**src/rtl/flight_mode_sequencer.sv**
```systemverilog
// flight_mode_sequencer
//   Command sequencer for the per-axis position datapath. It accepts flight
//   commands over a valid/ready handshake and drives the one-hot velocity
//   (mode_selector) and position (pos_selector) selector buses. A WARP command
//   runs charge -> jump -> cooldown so that the warp position is selected for
//   exactly one cycle.
//
// Ports
//   clk           rising-edge clock
//   rst_n         synchronous active-low reset
//   cmd_valid     command present
//   cmd_op[2:0]   0 STOP, 1 ATTACK, 2 DEFENSE, 3 STEALTH, 4 WARP, 5 ABORT
//   cmd_ready     command can be accepted this cycle (registered)
//   mode_selector one-hot velocity select: 0001 stop, 0010 attack,
//                 0100 defense, 1000 stealth
//   pos_selector  one-hot position select: 0001 clear, 0010 normal, 0100 warp
//   state_o       current state (CLEAR=0 .. COOLDOWN=5)
//   cmd_err       one-cycle pulse when a handshaken command is rejected
//   jump_count    completed jumps, saturating at 255
module flight_mode_sequencer #(
   parameter int unsigned CHARGE_CYCLES   = 8,
   parameter int unsigned COOLDOWN_CYCLES = 4
) (
   input  logic       clk,
   input  logic       rst_n,
   input  logic       cmd_valid,
   input  logic [2:0] cmd_op,
   output logic       cmd_ready,
   output logic [3:0] mode_selector,
   output logic [3:0] pos_selector,
   output logic [2:0] state_o,
   output logic       cmd_err,
   output logic [7:0] jump_count
);

   typedef enum logic [2:0] {
      S_CLEAR    = 3'd0,
      S_STOPPED  = 3'd1,
      S_CRUISE   = 3'd2,
      S_CHARGE   = 3'd3,
      S_JUMP     = 3'd4,
      S_COOLDOWN = 3'd5
   } state_e;

   typedef enum logic [2:0] {
      OP_STOP    = 3'd0,
      OP_ATTACK  = 3'd1,
      OP_DEFENSE = 3'd2,
      OP_STEALTH = 3'd3,
      OP_WARP    = 3'd4,
      OP_ABORT   = 3'd5
   } op_e;

   localparam logic [3:0] MODE_STOP  = 4'b0001;
   localparam logic [3:0] POS_CLEAR  = 4'b0001;
   localparam logic [3:0] POS_NORMAL = 4'b0010;
   localparam logic [3:0] POS_WARP   = 4'b0100;

   // Counters are loaded with N-1 so a phase of N cycles ends on the edge
   // where the counter is already zero.
   localparam logic [7:0] CHARGE_LOAD   = 8'(CHARGE_CYCLES - 1);
   localparam logic [7:0] COOLDOWN_LOAD = 8'(COOLDOWN_CYCLES - 1);

   state_e     r_state;
   logic [3:0] r_mode;
   logic [3:0] r_pos;
   logic       r_ready;
   logic       r_err;
   logic [7:0] r_jump_count;
   logic [7:0] r_cnt;
   logic [3:0] r_saved_mode;
   logic       w_hs;

   function automatic logic [3:0] op_mode(input logic [2:0] op);
      case (op)
         OP_ATTACK:  op_mode = 4'b0010;
         OP_DEFENSE: op_mode = 4'b0100;
         OP_STEALTH: op_mode = 4'b1000;
         default:    op_mode = MODE_STOP;
      endcase
   endfunction

   // cmd_ready is a register, so the handshake never feeds back into it.
   assign w_hs = cmd_valid & r_ready;

   always_ff @(posedge clk) begin
      if (!rst_n) begin
         r_state      <= S_CLEAR;
         r_mode       <= MODE_STOP;
         r_pos        <= POS_CLEAR;
         r_ready      <= 1'b0;
         r_err        <= 1'b0;
         r_jump_count <= '0;
         r_cnt        <= '0;
         r_saved_mode <= MODE_STOP;
      end else begin
         r_err <= 1'b0;
         case (r_state)
            S_CLEAR: begin
               r_state <= S_STOPPED;
               r_mode  <= MODE_STOP;
               r_pos   <= POS_NORMAL;
               r_ready <= 1'b1;
            end
            S_STOPPED: begin
               if (w_hs) begin
                  case (cmd_op)
                     OP_ATTACK, OP_DEFENSE, OP_STEALTH: begin
                        r_state <= S_CRUISE;
                        r_mode  <= op_mode(cmd_op);
                     end
                     OP_STOP: ;
                     default: r_err <= 1'b1;
                  endcase
               end
            end
            S_CRUISE: begin
               if (w_hs) begin
                  case (cmd_op)
                     OP_ATTACK, OP_DEFENSE, OP_STEALTH: r_mode <= op_mode(cmd_op);
                     OP_STOP: begin
                        r_state <= S_STOPPED;
                        r_mode  <= MODE_STOP;
                     end
                     OP_WARP: begin
                        r_state      <= S_CHARGE;
                        r_saved_mode <= r_mode;
                        r_mode       <= MODE_STOP;
                        r_cnt        <= CHARGE_LOAD;
                     end
                     default: r_err <= 1'b1;
                  endcase
               end
            end
            S_CHARGE: begin
               // ABORT takes priority over an expiring charge counter.
               if (w_hs && (cmd_op == OP_ABORT)) begin
                  r_state <= S_CRUISE;
                  r_mode  <= r_saved_mode;
                  r_cnt   <= '0;
               end else begin
                  if (w_hs) r_err <= 1'b1;
                  if (r_cnt == 8'd0) begin
                     r_state <= S_JUMP;
                     r_pos   <= POS_WARP;
                     r_ready <= 1'b0;
                     if (r_jump_count != 8'hFF) r_jump_count <= r_jump_count + 8'd1;
                  end else begin
                     r_cnt <= r_cnt - 8'd1;
                  end
               end
            end
            S_JUMP: begin
               r_state <= S_COOLDOWN;
               r_pos   <= POS_NORMAL;
               r_cnt   <= COOLDOWN_LOAD;
            end
            S_COOLDOWN: begin
               if (r_cnt == 8'd0) begin
                  r_state      <= S_STOPPED;
                  r_ready      <= 1'b1;
                  r_saved_mode <= MODE_STOP;
               end else begin
                  r_cnt <= r_cnt - 8'd1;
               end
            end
            default: begin
               r_state <= S_CLEAR;
               r_mode  <= MODE_STOP;
               r_pos   <= POS_CLEAR;
               r_ready <= 1'b0;
            end
         endcase
      end
   end

   assign cmd_ready     = r_ready;
   assign mode_selector = r_mode;
   assign pos_selector  = r_pos;
   assign state_o       = r_state;
   assign cmd_err       = r_err;
   assign jump_count    = r_jump_count;

endmodule

```
**config.mk**
```make
export PLATFORM = sky130hd
export DESIGN_NAME = flight_mode_sequencer
export DESIGN_NICKNAME = d
export VERILOG_FILES = /design/src/rtl/flight_mode_sequencer.sv
export SDC_FILE = /design/constraint.sdc
export NUM_CORES = 1
export LEC_CHECK = 0
export CAP_MARGIN = 10
export CELL_PAD_IN_SITES_DETAIL_PLACEMENT = 0
export CELL_PAD_IN_SITES_GLOBAL_PLACEMENT = 1
export CORE_ASPECT_RATIO = 0.5
export CORE_UTILIZATION = 42
export CTS_BUF_LIST = sky130_fd_sc_hd__clkbuf_8
export DETAILED_ROUTE_END_ITERATION = 6
export GPL_TIMING_DRIVEN = 0
export PLACE_DENSITY_LB_ADDON = 0.1
export SLEW_MARGIN = 40
export SYNTH_ARGS = -nofsm -noshare
export SYNTH_HDL_FRONTEND = slang
export SYNTH_SLANG_ARGS = --single-unit
```
**constraint.sdc**
```tcl
create_clock -name clk -period 3.6 [get_ports clk]
set_input_delay 0.36 -clock clk [delete_from_list [all_inputs] [get_ports clk]]
set_output_delay 0.36 -clock clk [all_outputs]
set_load 0.01 [all_outputs]
```
==> summary.md, run 1 <==
| Metric | Value |
|---|---|
| Largest net degree at the start of global routing | `11` |
| Postcts setup bufs | `0` |
| Crit path time final | `between 2 and 3 ns` |
| DP Cell Count | `325` |
| Antenna violation net count after detailed routing | `0` |
| Post-Syn Area | `1960 um2` |
| Max-slew violation count | `0` |
| Final std cells w/o fill | `333` |
| Maximum vdd drop | `around 190 uV` |
| Worst-path cell chain | `buf_2 > buf_2 > clkinv_1 > ha_1 > or3_1 > o22a_2 > or4_4 > o311ai_2` |
| Setup Slack @ Placement | `0.704 ns` |
| Share of cells above drive strength 1 | `9.42%` |
| Main synth FF type | `dfxtp_1` |
| Syn Nets | `between 200 and 300` |
| Top-count cell post-synth | `dfxtp_1` |
| Placer Congestion | `0.881` |
| Seq/Total Area, Yosys | `32.7%` |
| Crit-path max FO | `10` |
| Worst setup EP type | `flop` |
| Synthesized netlist cell count | `roughly 240` |
| CTS Sinks | `32` |
| Worst path required time | `3.81 ns` |
| Iteration-0 DRC Markers | `106` |
| DRC errors left | `0` |
| GRT Resource Usage Total | `24.3%` |
| Die area | `slightly below 5000 um2` |
| Num rows | `17` |
| Core area | `4450 um2` |
| I/O Pins | `27` |
| Hold WC Path Type | `reg2reg` |
| Hold buffers post-CTS | `0` |
| Relative slew slack | `between 50% and 60%` |
| Commonest cells in the netlist | `dfxtp_1, nor2_1, nand2_1` |
| Root buf cell | `clkbuf_8` |
| CP arrival | `3.14 ns` |
| Startpoint Class | `flop` |
| Synth top area share | `between 30% and 40%` |
| Outcome | `complete, no violations` |
| Yosys top cell by area | `dfxtp_1` |
| Vias in the first global route | `1852` |
| Final Setup Violations | `0` |
| Delay-heaviest family, CP | `simple AND/OR/NAND/NOR gates` |
| Clock tree from TritonCTS | `yes` |
| Synth Register Bits | `32` |
| HPWL Detailed | `3780 um` |
| Antenna violations before repair | `0` |
| Synthesized area per cell | `8.04 um2` |
| M1 GR Usage | `between 30% and 40%` |
| Post-synth EDFFs | `0` |
| Vias | `approximately 2000` |
| First-pass GRT wire length | `9260 um` |
| Area growth from synthesis to layout | `20.6%` |
| H-tree levels | `2` |
| Die height | `50.3 um` |
| Grt total ovfl | `0` |
| CTS Buffer Depth | `2` |
| Resize count post-CTS | `0` |
| RSZ-0062 raised after global routing | `no` |
| Critical Path Most Common Cell | `buf_2` |
| Drt via density | `5.91` |
| # diodes | `0` |
| Worst-Skew Late Latency | `0.29 ns` |
| Clock Skews | `0.00598 ns` |
| Async set or reset register ratio after synthesis | `0%` |
| WHS | `0.473 ns` |
| Final wirelength | `around 5300 um` |
| Number of synthesis warnings | `0` |
| Grt met2 use | `between 30% and 40%` |
| Pwr Density | `612 nW/um2` |
| Starting Density | `44.1%` |
| Met3 Use GR | `5.99%` |
| GRT busiest layer | `met2` |
| Final Hold Fails | `0` |
| Reg2reg setup slack | `0.66 ns` |
| DRT Pass-1 Iters | `4` |
| Worst slew pin tran | `a little over 0.7 ns` |
| Net count, final | `287` |
| Final clock period utilization by the worst path | `about four fifths` |
| Max-cap violations | `0` |
| CP Class | `reg2reg` |
| CP max stage cell | `or4_4` |
| Setup ws final | `0.664 ns` |
| Buf+Inv Stages, Crit Path | `3` |
| Largest cells by area after synthesis | `dfxtp_1, nor2_1, nand3_1` |
| Fmax | `0.341 GHz` |
| Num CTS Buffers | `5` |
| Wirelength per Cell | `roughly 16 um` |
| Fill count | `433` |
| Die Wd | `98.6 um` |
| Reg clk slew, reported paths | `0.07 ns` |
| Max incr delay on CP | `0.58 ns` |
| Number of distinct library cells after synthesis | `59` |
| Leakage | `0.000855 uW` |
| Input/output buffers | `24` |
| Setup TNS | `0 ns` |
==> where the power goes <==
group | total, uW | leakage [uW] | switching [uW] | internal [uW]
logic | 708 | 0.000544 | 442 | 266
registers | 444 | 0.000260 | 41.0 | 403
clock network | 294 | 0.0000510 | 142 | 153
total | 1450 | 0.000855 | 625 | 821
==> stage by stage <==
stage | total power [uW] | utilization [%] | area [um2]
after floorplan | 931 | - | 1960
after global placement | 1140 | 51.1 | 2270
after detailed placement | 1150 | 51.1 | 2270
after CTS | 1440 | 53.2 | 2360
after global routing | 1570 | 53.2 | 2360
final | 1450 | 53.2 | 2360
==> state kept, by name (all words and copies together) (netlist names) <==
signal         cells
r_saved_mode       4
pos_selector       3
cmd_err            1
jump_count         8
r_cnt              8
mode_selector      4
state_o            3
cmd_ready          1
==> final timing paths <==
| kind | startpoint | to | cells past startpoint |
|---|---|---|---|
| setup reg to reg | state_o[1] | r_cnt[5] | 8 |
| hold / removal | r_saved_mode[1] | r_saved_mode[1] | 2 |
| setup / recovery | state_o[1] | r_cnt[5] | 8 |
| hold reg to reg | r_saved_mode[1] | r_saved_mode[1] | 2 |
==> kinds of logic (layout without fill, tap and decap cells) <==
kind of cell | Yosys count | in the layout | synth area share [%]
DFF | 32 | 32 | 32.7
and+or+nand+nor | 102 | 102 | 27.4
adders and majority gates | 6 | 6 | 3.83
AOI/OAI and AO/OA | 69 | 69 | 25.1
xor gates and xnor gates | 7 | 7 | 3.13
muxes | 5 | 5 | 2.62
buffers and inverters | 22 | 54 | 5.04
other | 1 | 1 | 0.191
==> metal layers <==
metal / up-vias / routed length, um
met5: - / 0
met4: 0 / 34
met3: 6 / 299
met2: 57 / 2290
met1: 936 / 2670
li1: 968 / -
==> worst register-to-register path, cell delays in order (launching register included) <==
cell and delay, ns:
dfxtp_1 0.39, buf_2 0.24, buf_2 0.25, clkinv_1 0.25, ha_1 0.37, or3_1 0.31
o22a_2 0.24, or4_4 0.58, o311ai_2 0.22
==> cell type report <==
class                   count  area (um2)  area share (%)
inverters                   9        33.8            1.43
multi-input cells         190        1220            51.6
well taps                  57        71.3            3.02
plain buffers              13        65.1            2.75
clock buffers               6        82.6            3.49
repair buffers             24         240            10.2
clock inverters             2        10.0           0.423
flip-flops and latches     32         641            27.1
==> cells in the final DEF (no fill, tap or decap), drive strengths merged, types with 2 or more instances in the layout <==
| master | instances |
|---|---|
| xnor2 | 5 |
| o311a | 2 |
| nor3b | 3 |
| nand2b | 5 |
| nor2 | 23 |
| nor2b | 2 |
| dfxtp | 32 |
| o2111ai | 3 |
| o32ai | 3 |
| nor4b | 2 |
| nor3 | 5 |
| ha | 6 |
| a31oi | 4 |
| or4 | 3 |
| buf | 7 |
| o31a | 2 |
| and2 | 2 |
| o211ai | 5 |
| inv | 8 |
| o311ai | 3 |
| or3 | 3 |
| clkbuf | 12 |
| mux2i | 4 |
| and3 | 2 |
| nand2 | 21 |
| a21oi | 14 |
| nand4 | 7 |
| a21boi | 2 |
| xor2 | 2 |
| nand3 | 17 |
| a22oi | 2 |
| clkinv | 3 |
| nor4 | 3 |
| o21ai | 20 |
| clkdlybuf4s50 | 24 |
(Power assumes the default switching activity.)
==> run 2, diff against run 1 <==
Settings changed: CORE_UTILIZATION 42 to 38.
Clock period 3.6 ns to 2.54 ns, I/O delays scaled along.
==> summary.md, run 2 (same netlist as run 1, synthesis figures left out) <==
| Metric | Value |
|---|---|
| Startpoint Class | `flop` |
| HPWL Detailed | `3900 um` |
| DRC errors left | `1` |
| Die area | `5470 um2` |
| Iteration-0 DRC Markers | `around 110` |
| Total power | `~2000 uW` |
| Worst-path cell chain | `buf_6 > clkinv_2 > ha_1 > or3_1 > o22a_2 > or4_4 > o311ai_2` |
| Num CTS Buffers | `5` |
| Hold WC Path Type | `reg2reg` |
| Vias | `slightly below 2000` |
| Storage cell area | `641 um2` |
| Final Hold Fails | `0` |
| Fill count | `501` |
| Crit-path max FO | `9` |
| Switch share | `between 40% and 50%` |
| CP Class | `reg2reg` |
| CP max stage cell | `or4_4` |
| Buf+Inv Stages, Crit Path | `2` |
| Final clock period utilization by the worst path | `between 90% and 100%` |
| Violations in the final reports | `design-rule violations` |
| Max-slew violation count | `0` |
| R2R Path Start | `state_o[1]` |
| RSZ-0062 raised after global routing | `no` |
| I/O Pins | `27` |
| Grt total ovfl | `0` |
| Vias in the first global route | `1737` |
| Worst path required time | `~2.7 ns` |
| # diodes | `0` |
| Area occupied by multi-input gates | `between 1000 and 1500 um2` |
| Root buf cell | `clkbuf_8` |
| Max-cap violations | `0` |
| Power share of the combinational group | `50.7%` |
| CP Depth | `7` |
| Commonest non-fill, non-tap cell in the layout | `dfxtp_1` |
| Commonest cells after routing, fill and taps aside | `dfxtp_1, clkdlybuf4s50_1, nor2_1` |
| Max incr delay on CP | `0.58 ns` |
| Input/output buffers | `24` |
| Maximum vdd drop | `285 uV` |
| Fmax | `0.408 GHz` |
| Crit path time final | `2.45 ns` |
| Starting Density | `39.6%` |
| Drt via density | `5.58` |
| Share of cells above drive strength 1 | `between 9 and 10%` |
| Setup TNS | `0 ns` |
| Worst slew pin tran | `0.697 ns` |
| Core area | `between 4000 and 5000 um2` |
| Crit path from | `state_o[1]` |
| H-tree levels | `2` |
| Final Setup Violations | `0` |
| Outcome | `finished with violations` |
| R2r worst-path depth | `7` |
| WHS Path Cells | `2` |
| Die Wd | `104 um` |
| Flop pwr share | `a little under a third` |
| CP arrival | `2.64 ns` |
| Hold Startpoint | `r_saved_mode[2]` |
| Reg clk slew, reported paths | `0.07 ns` |
| Clock tree from TritonCTS | `yes` |
| First-pass GRT wire length | `roughly 9000 um` |
| Pwr Density | `about 850 nW/um2` |
| Relative slew slack | `53.5%` |
| Net load switching power | `875 uW` |
| Delay-heaviest family, CP | `simple AND/OR/NAND/NOR gates` |
| Leakage | `around 0.00085 uW` |
| Antenna violation net count after detailed routing | `0` |
| GRT Resource Usage Total | `between 20% and 30%` |
| Die height | `52.8 um` |
| DP Cell Count | `338` |
| Worst-Skew Late Latency | `0.28 ns` |
| Area growth from synthesis to layout | `21.2%` |
| Final wirelength | `5400 um` |
| Worst setup EP type | `flop` |
| Clock Skews | `0.00623 ns` |
| Clock share of power | `between 15 and 20%` |
| Power Internal | `1140 uW` |
| CTS Sinks | `32` |
| CTS Buffer Depth | `2` |
| DRT Pass-1 Iters | `7` |
| Num rows | `18` |
| Wirelength per Cell | `15.6 um` |
| Net count, final | `287` |
| Antenna violations before repair | `0` |
| Largest net degree at the start of global routing | `18` |
| Placer Congestion | `0.837` |
| Final std cells w/o fill | `345` |
==> run 2: cell type report <==
cell class	count	area share, %
multi-input combinational	190	51.4
sequential	32	27.0
timing repair buffer	25	10.4
tap	70	3.69
clock buffer	5	2.90
buffer	12	2.79
inverter	9	1.47
clock inverter	2	0.369
==> run 2: worst register-to-register path, stage by stage (launching register included) <==
cell and delay (ns):
dfxtp_1 0.40, buf_6 0.14, clkinv_2 0.12, ha_1 0.33, or3_1 0.31, o22a_2 0.24, or4_4 0.58, o311ai_2 0.23
==> run 2: power by group through the flow <==
stage / combinational, uW / clock, uW / sequential [uW]
after detailed placement: 996 / 0 / 641
final: 1020 / 366 / 629
after global placement: 992 / 0 / 636
after global routing: 1130 / 407 / 640
after floorplan: 671 / 0 / 654
after CTS: 1010 / 381 / 630
==> run 2: final timing paths <==
check / endpoint / slack, ns
worst max register to register: r_cnt[7] / 0.09
worst min-delay path: r_saved_mode[2] / 0.48
worst max-delay path: r_cnt[7] / 0.09
worst min register to register: r_saved_mode[2] / 0.48
==> run 2: stage by stage <==
step,cell area (um2),hold slack [ns],setup slack (ns),util (%)
2_1_floorplan,1960,0.436,0.00522,-
3_3_place_gp,2290,0.453,-0.185,46.3
3_5_place_dp,2290,0.458,-0.208,46.3
4_1_cts,2380,0.478,0.0894,48.0
5_1_grt,2380,0.495,0.00483,48.0
6_report,2380,0.475,0.0902,48.0
==> run 2: routing by layer <==
layer / track usage, % / up-vias / wire (um)
met5: 0 / - / 0
met4: 4.83 / 0 / 0
met3: 5.09 / 0 / 317
met2: 33.4 / 58 / 2310
met1: 30.2 / 893 / 2770
li1: - / 974 / -
==> run 2: timing repair <==
| item | in CTS | in global routing |
|---|---|---|
| endpoints found under the setup margin | 5 | 0 |
| resized for setup | 1 | 0 |
| hold buffers | 0 | 0 |
| buffers inserted | 1 | 0 |
| endpoints found under the hold margin | 0 | 0 |
==> run 3, diff against run 2 <==
Settings changed: CORE_UTILIZATION 38 to 25, SLEW_MARGIN 40 to 20.
==> summary.md, run 3 (same netlist as run 1, synthesis figures left out) <==
| Metric | Value |
|---|---|
| Commonest non-fill, non-tap cell in the layout | `dfxtp_1` |
| Worst path required time | `between 2 and 3 ns` |
| Max-cap violations | `0` |
| Clock share of power | `20.0%` |
| HPWL Detailed | `4260 um` |
| Fmax | `0.411 GHz` |
| Die Wd | `127 um` |
| Worst slew pin tran | `0.722 ns` |
| Net count, final | `286` |
| Final Hold Fails | `0` |
| GRT Resource Usage Total | `15.3%` |
| Switch share | `44.8%` |
| Die area | `8220 um2` |
| Num CTS Buffers | `5` |
| Clock Skews | `0.00288 ns` |
| Antenna violation net count after detailed routing | `0` |
| Flop pwr share | `30.6%` |
| Post-DP Area | `2340 um2` |
| Reg clk slew, reported paths | `0.08 ns` |
| Crit path time final | `approximately 2.4 ns` |
| Grt total ovfl | `0` |
| Drt via density | `~5.0` |
| Root buf cell | `clkbuf_8` |
| Antenna violations before repair | `0` |
| Max incr delay on CP | `between 0.5 and 0.6 ns` |
| Worst setup EP type | `flop` |
| RSZ-0062 raised after global routing | `no` |
| Worst-path cell chain | `buf_6 > inv_4 > ha_1 > or3_1 > o22a_2 > or4_4 > o311ai_2` |
| Clock tree from TritonCTS | `yes` |
| First-pass GRT wire length | `9520 um` |
| Wirelength per Cell | `around 15 um` |
| CTS Sinks | `32` |
| Startpoint Class | `flop` |
| CP Class | `reg2reg` |
| Area growth from synthesis to layout | `23.9%` |
| Core area | `7460 um2` |
| Power Internal | `around 1100 uW` |
| Final clock period utilization by the worst path | `95.8%` |
| Net load switching power | `929 uW` |
| Area occupied by multi-input gates | `1220 um2` |
| Maximum vdd drop | `~230 uV` |
| Fill count | `789` |
| CTS Buffer Depth | `2` |
| I/O Pins | `27` |
| Input/output buffers | `24` |
| Share of cells above drive strength 1 | `9.82%` |
| Leakage | `roughly 0.00085 uW` |
| Vias | `1903` |
| Final wirelength | `5840 um` |
| Final instance area | `2430 um2` |
| Crit-path max FO | `18` |
| Outcome | `complete, no violations` |
| Postcts setup bufs | `0` |
| CP max stage cell | `or4_4` |
| DRC errors left | `0` |
| Buf+Inv Stages, Crit Path | `2` |
| Worst-Skew Late Latency | `0.30 ns` |
| # diodes | `0` |
| Placer Congestion | `about 0.79` |
| Max-slew violation count | `0` |
| Hold WC Path Type | `reg2reg` |
| CP arrival | `2.65 ns` |
| Iteration-0 DRC Markers | `149` |
| Delay-heaviest family, CP | `simple AND/OR/NAND/NOR gates` |
| Largest net degree at the start of global routing | `19` |
| Num rows | `22` |
| Power share of the combinational group | `49.5%` |
| Starting Density | `26.3%` |
| Commonest cells after routing, fill and taps aside | `dfxtp_1, clkdlybuf4s50_1, nor2_1` |
| DRT Pass-1 Iters | `5` |
| Vias in the first global route | `1826` |
| Hold buffers post-CTS | `0` |
| Storage cell area | `642 um2` |
| Final Setup Violations | `0` |
| Setup TNS | `0 ns` |
| H-tree levels | `2` |
| Die height | `64.6 um` |
| Pwr Density | `854 nW/um2` |
| Relative slew slack | `between 50% and 60%` |
run 3: cell count changes in the layout (fill, tap and decap cells not counted):
cell	before	now
dfxtp_2	0	1
dfxtp_1	32	31
inv_1	9	8
buf_4	2	1
inv_4	0	1
clkinv_4	0	1
run 3: metrics by stage:
step / hold slack, ns / total power, uW / instances / utilization [%] / setup WS [ns]
after floorplan: 0.436 / 1330 / 244 / - / 0.00522
after global placement: 0.461 / 1660 / 376 / 31.4 / -0.297
after detailed placement: 0.461 / 1660 / 376 / 31.4 / -0.261
after CTS: 0.482 / 2090 / 383 / 32.5 / 0.00516
after global routing: 0.511 / 2240 / 383 / 32.6 / 0.0289
final: 0.480 / 2070 / 383 / 32.6 / 0.106
run 3: cell type report:
type | count | share of cell area, %
multi-input combinational | 190 | 50.3
sequential | 32 | 26.4
timing repair buffer | 24 | 9.89
tap | 108 | 5.56
clock inverter | 3 | 0.773
buffer | 12 | 2.73
clock buffer | 5 | 2.83
inverter | 9 | 1.49
run 3: final timing paths:
path | end | cells past startpoint | slack, ns | start
max | r_cnt[7] | 7 | 0.11 | state_o[1]
min | mode_selector[1] | 2 | 0.48 | mode_selector[1]
max reg2reg | r_cnt[7] | 7 | 0.11 | state_o[1]
min reg2reg | mode_selector[1] | 2 | 0.48 | mode_selector[1]
run 3: worst min-delay path: cells and delay by family (launching register included):
kind	cells	cell delay, ns
flip-flops	1	0.32
multiplexers	1	0.06
AND/OR/NAND/NOR	1	0.06
run 3: what timing repair did:
item | CTS | global route
pin swaps | 0 | 0
gates resized for setup | 2 | 1
setup endpoints to repair | 5 | 2
run 3: power groups by stage:
| stage | registers (uW) | logic (uW) | clock network (uW) |
|---|---|---|---|
| 6_report | 634 | 1030 | 414 |
| 5_1_grt | 645 | 1130 | 466 |
| 4_1_cts | 634 | 1020 | 433 |
| 3_5_place_dp | 645 | 1010 | 0 |
| 3_3_place_gp | 641 | 1020 | 0 |
| 2_1_floorplan | 654 | 671 | 0 |
run 3: per-layer routing:
| layer | up-vias | track usage [%] | share of wire (%) |
|---|---|---|---|
| li1 | 965 | - | - |
| met1 | 891 | 21.7 | 54 |
| met2 | 38 | 22.4 | 40 |
| met3 | 9 | 4.05 | 4.8 |
| met4 | 0 | 4.61 | 1.4 |
| met5 | - | 0 | 0 |
